==> config.mk <==
export PLATFORM = sky130hd
export DESIGN_NAME = spi_word_loader
export DESIGN_NICKNAME = d
export VERILOG_FILES = /design/src/rtl/spi_loader_pkg.sv /design/src/rtl/spi_loader_clkgen.sv /design/src/rtl/spi_word_loader.sv
export SDC_FILE = /design/constraint.sdc
export NUM_CORES = 1
export LEC_CHECK = 0
export CAP_MARGIN = 20
export CORE_ASPECT_RATIO = 0.8
export CORE_MARGIN = 1.5
export CORE_UTILIZATION = 30
export DETAILED_ROUTE_END_ITERATION = 16
export GPL_ROUTABILITY_DRIVEN = 1
export GPL_TIMING_DRIVEN = 0
export SYNTH_ARGS = -nofsm -noshare
export SYNTH_HDL_FRONTEND = slang
export SYNTH_SLANG_ARGS = --single-unit
==> constraint.sdc <==
create_clock -name s_clk -period 3.48 [get_ports s_clk]
set_clock_uncertainty 0.2 [all_clocks]
set_input_delay 0.696 -clock s_clk [delete_from_list [all_inputs] [get_ports s_clk]]
set_output_delay 0.696 -clock s_clk [all_outputs]
set_load 0.005 [all_outputs]
==> src/rtl/spi_loader_pkg.sv <==
// Shared types and constants for the SPI word loader: FSM states, SPI mode codes, per-field SCK counts.
// Latency: n/a (definitions only).
// Backpressure: n/a (definitions only).
package spi_loader_pkg;

  typedef enum logic [2:0] {
    IDLE,
    SETUP,
    CMD,
    ADDR,
    DATA,
    STALL,
    HOLD
  } state_e;

  localparam logic [1:0] SPI_STD     = 2'b00;
  localparam logic [1:0] SPI_QUAD_TX = 2'b01;

  // SCK periods needed to shift one field, single-bit vs nibble lanes
  localparam int unsigned CMD_SCK_STD   = 8;
  localparam int unsigned ADDR_SCK_STD  = 32;
  localparam int unsigned WORD_SCK_STD  = 32;
  localparam int unsigned CMD_SCK_QUAD  = 2;
  localparam int unsigned ADDR_SCK_QUAD = 8;
  localparam int unsigned WORD_SCK_QUAD = 8;

  // Width of the per-field SCK counter (holds up to 32)
  localparam int unsigned BITS_W = 6;

  function automatic logic [BITS_W-1:0] field_sck(input logic quad,
                                                  input int unsigned n_std,
                                                  input int unsigned n_quad);
    return quad ? BITS_W'(n_quad) : BITS_W'(n_std);
  endfunction

  // Zero-length bursts send one word; over-long bursts are cut to max_len
  function automatic logic [8:0] clamp_len(input logic [8:0] len, input int unsigned max_len);
    if (len == 9'd0) return 9'd1;
    if (32'(len) > max_len) return 9'(max_len);
    return len;
  endfunction

endpackage

==> src/rtl/spi_loader_clkgen.sv <==
// SCK generator: half-period tick every CLK_DIV s_clk cycles, SCK level plus rise/fall strobes.
// Latency: first rise strobe CLK_DIV cycles after en_i goes high; SCK idles low.
// Backpressure: none; dropping en_i parks SCK low and restarts the divider from zero.
module spi_loader_clkgen #(
  parameter int unsigned CLK_DIV = 2
) (
  input  logic s_clk,
  input  logic s_rst_n,
  input  logic en_i,
  output logic sck_o,
  output logic rise_o,
  output logic fall_o
);

  localparam logic [7:0] DIV_LAST = 8'(CLK_DIV - 1);

  logic [7:0] cnt_q, cnt_d;
  logic       sck_q, sck_d;
  logic       tick;

  assign tick = en_i && (cnt_q == DIV_LAST);

  // Divider counter and SCK level; disabled means parked low with a fresh count
  always_comb begin
    cnt_d = cnt_q;
    sck_d = sck_q;
    if (!en_i) begin
      cnt_d = '0;
      sck_d = 1'b0;
    end else if (tick) begin
      cnt_d = '0;
      sck_d = ~sck_q;
    end else begin
      cnt_d = cnt_q + 8'd1;
    end
  end

  // Divider state registers
  always_ff @(posedge s_clk or negedge s_rst_n) begin
    if (!s_rst_n) begin
      cnt_q <= '0;
      sck_q <= 1'b0;
    end else begin
      cnt_q <= cnt_d;
      sck_q <= sck_d;
    end
  end

  assign sck_o  = sck_q;
  assign rise_o = tick && !sck_q;
  assign fall_o = tick && sck_q;

endmodule

==> src/rtl/spi_word_loader.sv <==
// SPI master burst writer: WR_CMD, 32-bit address, then N 32-bit words, mode 0, MSB first (quad lanes with SPI_LOADER_QUAD_EN).
// Latency: CSN falls the cycle after req accept; done_o pulses 2*CLK_DIV cycles after the last SCK fall.
// Backpressure: req_ready only in IDLE; a missing word at a boundary parks SCK low with CSN held low until data_valid.
module spi_word_loader
  import spi_loader_pkg::*;
#(
  parameter int unsigned CLK_DIV = 2,
  parameter logic [7:0]  WR_CMD  = 8'h02,
  parameter int unsigned MAX_LEN = 256
) (
  input  logic        s_clk,
  input  logic        s_rst_n,
  input  logic        req_valid,
  output logic        req_ready,
  input  logic [31:0] req_addr,
  input  logic [8:0]  req_len,
  input  logic        data_valid,
  output logic        data_ready,
  input  logic [31:0] data_word,
  input  logic        quad_i,
  output logic        spi_sck_o,
  output logic        spi_csn_o,
  output logic [1:0]  spi_mode_o,
  output logic [3:0]  spi_sdo_o,
  output logic        busy_o,
  output logic        done_o
);

  localparam logic [8:0] HOLD_LAST = 9'(2 * CLK_DIV - 1);

  state_e              state_q, state_d;
  logic [31:0]         addr_q, addr_d;
  logic [8:0]          wcnt_q, wcnt_d;
  logic [BITS_W-1:0]   bits_q, bits_d;
  logic [31:0]         sh_q, sh_d;
  logic [8:0]          hold_q, hold_d;
  logic                rdy_q, rdy_d;
  logic                done_q, done_d;

  logic                sck, sck_rise, sck_fall;
  logic                clk_en, frame;
  logic                boundary;
  logic                quad_acc, quad_cur;
  logic [31:0]         sh_shift;
  logic [3:0]          sdo_raw;

`ifdef SPI_LOADER_QUAD_EN
  logic quad_q, quad_d;
  assign quad_acc = quad_i;
  assign quad_cur = quad_q;
  assign sh_shift = quad_q ? {sh_q[27:0], 4'h0} : {sh_q[30:0], 1'b0};
  assign sdo_raw  = quad_q ? sh_q[31:28] : {3'b000, sh_q[31]};
`else
  logic unused_quad;
  assign unused_quad = quad_i;
  assign quad_acc = 1'b0;
  assign quad_cur = 1'b0;
  assign sh_shift = {sh_q[30:0], 1'b0};
  assign sdo_raw  = {3'b000, sh_q[31]};
`endif

  assign frame  = state_q inside {SETUP, CMD, ADDR, DATA, STALL};
  assign clk_en = state_q inside {SETUP, CMD, ADDR, DATA};

  spi_loader_clkgen #(
    .CLK_DIV (CLK_DIV)
  ) u_clkgen (
    .s_clk   (s_clk),
    .s_rst_n (s_rst_n),
    .en_i    (clk_en),
    .sck_o   (sck),
    .rise_o  (sck_rise),
    .fall_o  (sck_fall)
  );

  // Frame sequencing: field shifting on SCK falls, word loads at boundaries, CSN hold, done pulse
  always_comb begin
    state_d    = state_q;
    addr_d     = addr_q;
    wcnt_d     = wcnt_q;
    bits_d     = bits_q;
    sh_d       = sh_q;
    hold_d     = hold_q;
    done_d     = 1'b0;
    data_ready = 1'b0;
    boundary   = 1'b0;
`ifdef SPI_LOADER_QUAD_EN
    quad_d     = quad_q;
`endif

    case (state_q)
      IDLE: begin
        if (req_valid && rdy_q) begin
          addr_d  = req_addr;
          wcnt_d  = clamp_len(req_len, MAX_LEN);
`ifdef SPI_LOADER_QUAD_EN
          quad_d  = quad_i;
`endif
          sh_d    = {WR_CMD, 24'h0};
          bits_d  = field_sck(quad_acc, CMD_SCK_STD, CMD_SCK_QUAD);
          state_d = SETUP;
        end
      end
      // First command bit is already on sdo; wait out one low half-period
      SETUP: begin
        if (sck_rise) state_d = CMD;
      end
      CMD: begin
        if (sck_fall) begin
          if (bits_q != BITS_W'(1)) begin
            sh_d   = sh_shift;
            bits_d = bits_q - BITS_W'(1);
          end else begin
            sh_d    = addr_q;
            bits_d  = field_sck(quad_cur, ADDR_SCK_STD, ADDR_SCK_QUAD);
            state_d = ADDR;
          end
        end
      end
      ADDR: begin
        if (sck_fall) begin
          if (bits_q != BITS_W'(1)) begin
            sh_d   = sh_shift;
            bits_d = bits_q - BITS_W'(1);
          end else begin
            boundary = 1'b1;
          end
        end
      end
      DATA: begin
        if (sck_fall) begin
          if (bits_q != BITS_W'(1)) begin
            sh_d   = sh_shift;
            bits_d = bits_q - BITS_W'(1);
          end else if (wcnt_q == 9'd0) begin
            hold_d  = '0;
            state_d = HOLD;
          end else begin
            boundary = 1'b1;
          end
        end
      end
      STALL: begin
        boundary = 1'b1;
      end
      HOLD: begin
        if (hold_q == HOLD_LAST) begin
          done_d  = 1'b1;
          state_d = IDLE;
        end else begin
          hold_d = hold_q + 9'd1;
        end
      end
      default: state_d = IDLE;
    endcase

    // Word boundary: take the next word if offered, otherwise park with SCK low
    if (boundary) begin
      if (data_valid) begin
        sh_d       = data_word;
        bits_d     = field_sck(quad_cur, WORD_SCK_STD, WORD_SCK_QUAD);
        wcnt_d     = wcnt_q - 9'd1;
        data_ready = 1'b1;
        state_d    = DATA;
      end else begin
        state_d = STALL;
      end
    end

    rdy_d = (state_d == IDLE);
  end

  // Loader state registers; reset aborts any frame in flight
  always_ff @(posedge s_clk or negedge s_rst_n) begin
    if (!s_rst_n) begin
      state_q <= IDLE;
      addr_q  <= '0;
      wcnt_q  <= '0;
      bits_q  <= '0;
      sh_q    <= '0;
      hold_q  <= '0;
      rdy_q   <= 1'b0;
      done_q  <= 1'b0;
    end else begin
      state_q <= state_d;
      addr_q  <= addr_d;
      wcnt_q  <= wcnt_d;
      bits_q  <= bits_d;
      sh_q    <= sh_d;
      hold_q  <= hold_d;
      rdy_q   <= rdy_d;
      done_q  <= done_d;
    end
  end

`ifdef SPI_LOADER_QUAD_EN
  // Lane mode captured at request accept
  always_ff @(posedge s_clk or negedge s_rst_n) begin
    if (!s_rst_n) quad_q <= 1'b0;
    else          quad_q <= quad_d;
  end
`endif

  assign req_ready  = rdy_q;
  assign busy_o     = (state_q != IDLE);
  assign done_o     = done_q;
  assign spi_sck_o  = sck;
  assign spi_csn_o  = ~frame;
  assign spi_sdo_o  = frame ? sdo_raw : 4'h0;
  assign spi_mode_o = (frame && quad_cur) ? SPI_QUAD_TX : SPI_STD;

endmodule

==> metrics.cfg <==
[cells_and_area]
fill_cells=1927
antennaDiodeCount=0
nets=911
final_common_cell=nand2_1
most-common-layout-cells=nand2_1, dfrtp_1, clkdlybuf4s50_1, nor2_1, o21ai_0
stdcell_area_um2=7250
drive_gt1_frac=0.0663
area_delta_synth_final_pct=27.4

[drt]
drc=0
drtAntennaViolNets=0
drt_iter0_markers=536
vias=5493
routed_via_density=5.07
drtPass1Iterations=5
wl_per_cell_um=15.9
routed_wl_mm=17.2

[clocking]
cts_buffers=9
postCtsHoldBufs=0
clk_path_buf_depth=2
path_clk_slew_ps=70
cts.sinks=102
root_buffer=clkbuf_16
insertion_delay_ps=350
cts_tree=built
htreeDepth=3

[power_and_ir_drop]
power.density_nw_per_um2=319
total_power_w=0.00231
power_leakage_nw=3.19
vdd.ir_drop.worst_v=0.000224

[placement]
portBuffers=83
post-place-ws_ps=-531
gp_congestion=0.913
detailed_place_hpwl_mm=12.3
place_area_um2=6880

[worst_setup_path]
endpoint_kind=primary output
critPathMaxFanout=6
r2r-start=state_q[2]
startpoint=u_clkgen.cnt_q[2]
critPathKind=reg2out
required_ps=2580
cp-start-kind=flip-flop
critPathArrivalTime_ps=2450

[sta]
finalSetupViolations=0
fmax_ghz=0.299
tightest_slew_ps=667
max_slew_margin=0.555
fin_setup_tns_ps=0
fin_crit_sh=0.961
drv_slew=0
min_period_ps=3340
finalWorstSetupSlack_ps=137
hold_viol=0
rsz0062_at_grt=no

[floorplanning]
num_rows=44
io_pins=90
dieArea_um2=19800
die_h_um=126
start_util=0.310
die_w_um=157
coreArea_um2=18400

[synth]
synthCells=720
synth_edf_count=0
yosys_register_bits=102
synth_ff_type=dfrtp_1
syn_area_per_cell_um2=7.91
ys_seq_area_frac=0.448
ys_warn_count=0
syn-cell-area_um2=5690
ys_types=58
synthArstFlopShare=1.00

[global_routing]
grt_max_degree=58
grt_overflow=0
grt_usage=0.179
grt_first_pass_wirelength_mm=27.8
antenna_found_initial=0
grt_pass1_vias=5184

[run]
cap_viol_max_count=0

[status]
status=complete, no violations

[worst_hold_path]
hp-class=in2async

worst max-delay path: stages (launching register included):
cell and delay [ps]:
dfrtp_2 450, or4_4 560, or2_1 280, o41a_1 430
a2bb2oi_4 190, inv_2 80, clkbuf_2 110
cell families (layout without fill, tap and decap cells):
logic type      count (synthesis)  count (layout)  synth area share
simple gates                  373             373             0.297
buf+inv                        60             166            0.0446
mux                             4               4           0.00725
compound gates                165             165             0.173
xor+xnor                        7               7            0.0108
other cells                     1               5          0.000659
fa+ha+maj                       8               8            0.0176
flops                         102             102             0.448
Yosys cell counts, drive strengths merged (4+ instances only):
library cell  number  area, µm²
a21oi             50        250
a221oi             9       78.8
a31oi             27        169
and2              24        150
and3               9       56.3
buf               15       85.1
clkbuf            33        124
dfrtp            102       2550
ha                 8        100
inv               11       41.3
nand2            179        672
nand2b             6       37.5
nand3             43        215
nand4              6       37.5
nor2              66        248
nor3              11       60.1
nor3b              4       30.0
nor4               4       25.0
o21ai             52        260
or2                5       31.3
or4                4       33.8
xor2               5       43.8
flip-flops by register name, indices dropped and copies added, names as in the netlist:
name and flops:
hold_q 9, u_clkgen.sck_o 1, sh_q 32, bits_q 6, req_ready 1, done_o 1, u_clkgen.cnt_q 8, addr_q 32
wcnt_q 9, state_q 3
metal layers:
layer / global-route usage / vias to the layer above / share of wire
met2: 0.247 / 183 / 0.41
met5: 0 / - / 0
met3: 0.0409 / 25 / 0.067
met1: 0.276 / 2595 / 0.51
met4: 0.0466 / 0 / 0.018
li1: - / 2690 / -
worst paths after layout:
kind	slack [ps]	cells after the start	end
setup / recovery	140	6	data_ready
hold / removal	160	1	hold_q[4]
setup reg to reg	320	9	sh_q[24]
hold reg to reg	270	2	addr_q[1]
max in group asynchronous	2220	2	sh_q[11]
min in group s_clk	270	2	addr_q[1]
where the power goes:
part	switching [W]	internal, W
registers	0	0.00118
logic	0.0000451	0.0000818
clock network	0.000501	0.000503
final cells by class:
| cell class | instances | area, µm² | share of cell area |
|---|---|---|---|
| multi-input combinational | 562 | 2940 | 0.405 |
| sequential | 102 | 2550 | 0.352 |
| timing repair buffer | 91 | 903 | 0.125 |
| tap | 253 | 317 | 0.0437 |
| clock buffer | 9 | 225 | 0.0311 |
| buffer | 47 | 204 | 0.0281 |
| clock inverter | 7 | 65.1 | 0.00897 |
| inverter | 12 | 45.0 | 0.00621 |
timing repair:
item,in CTS,in global routing
pin swaps,2,4
gates resized for setup,7,4
setup buffers,7,0
endpoints found under the setup margin,1,7
per-stage QoR:
step	utilization	hold WS, ps	std cells
after CTS	0.394	177	1083
after global placement	0.373	252	1060
after floorplan	-	200	724
after global routing	0.394	201	1083
after detailed placement	0.374	254	1061
final	0.394	159	1083
No activity file was read; power rests on OpenSTA's default activity.
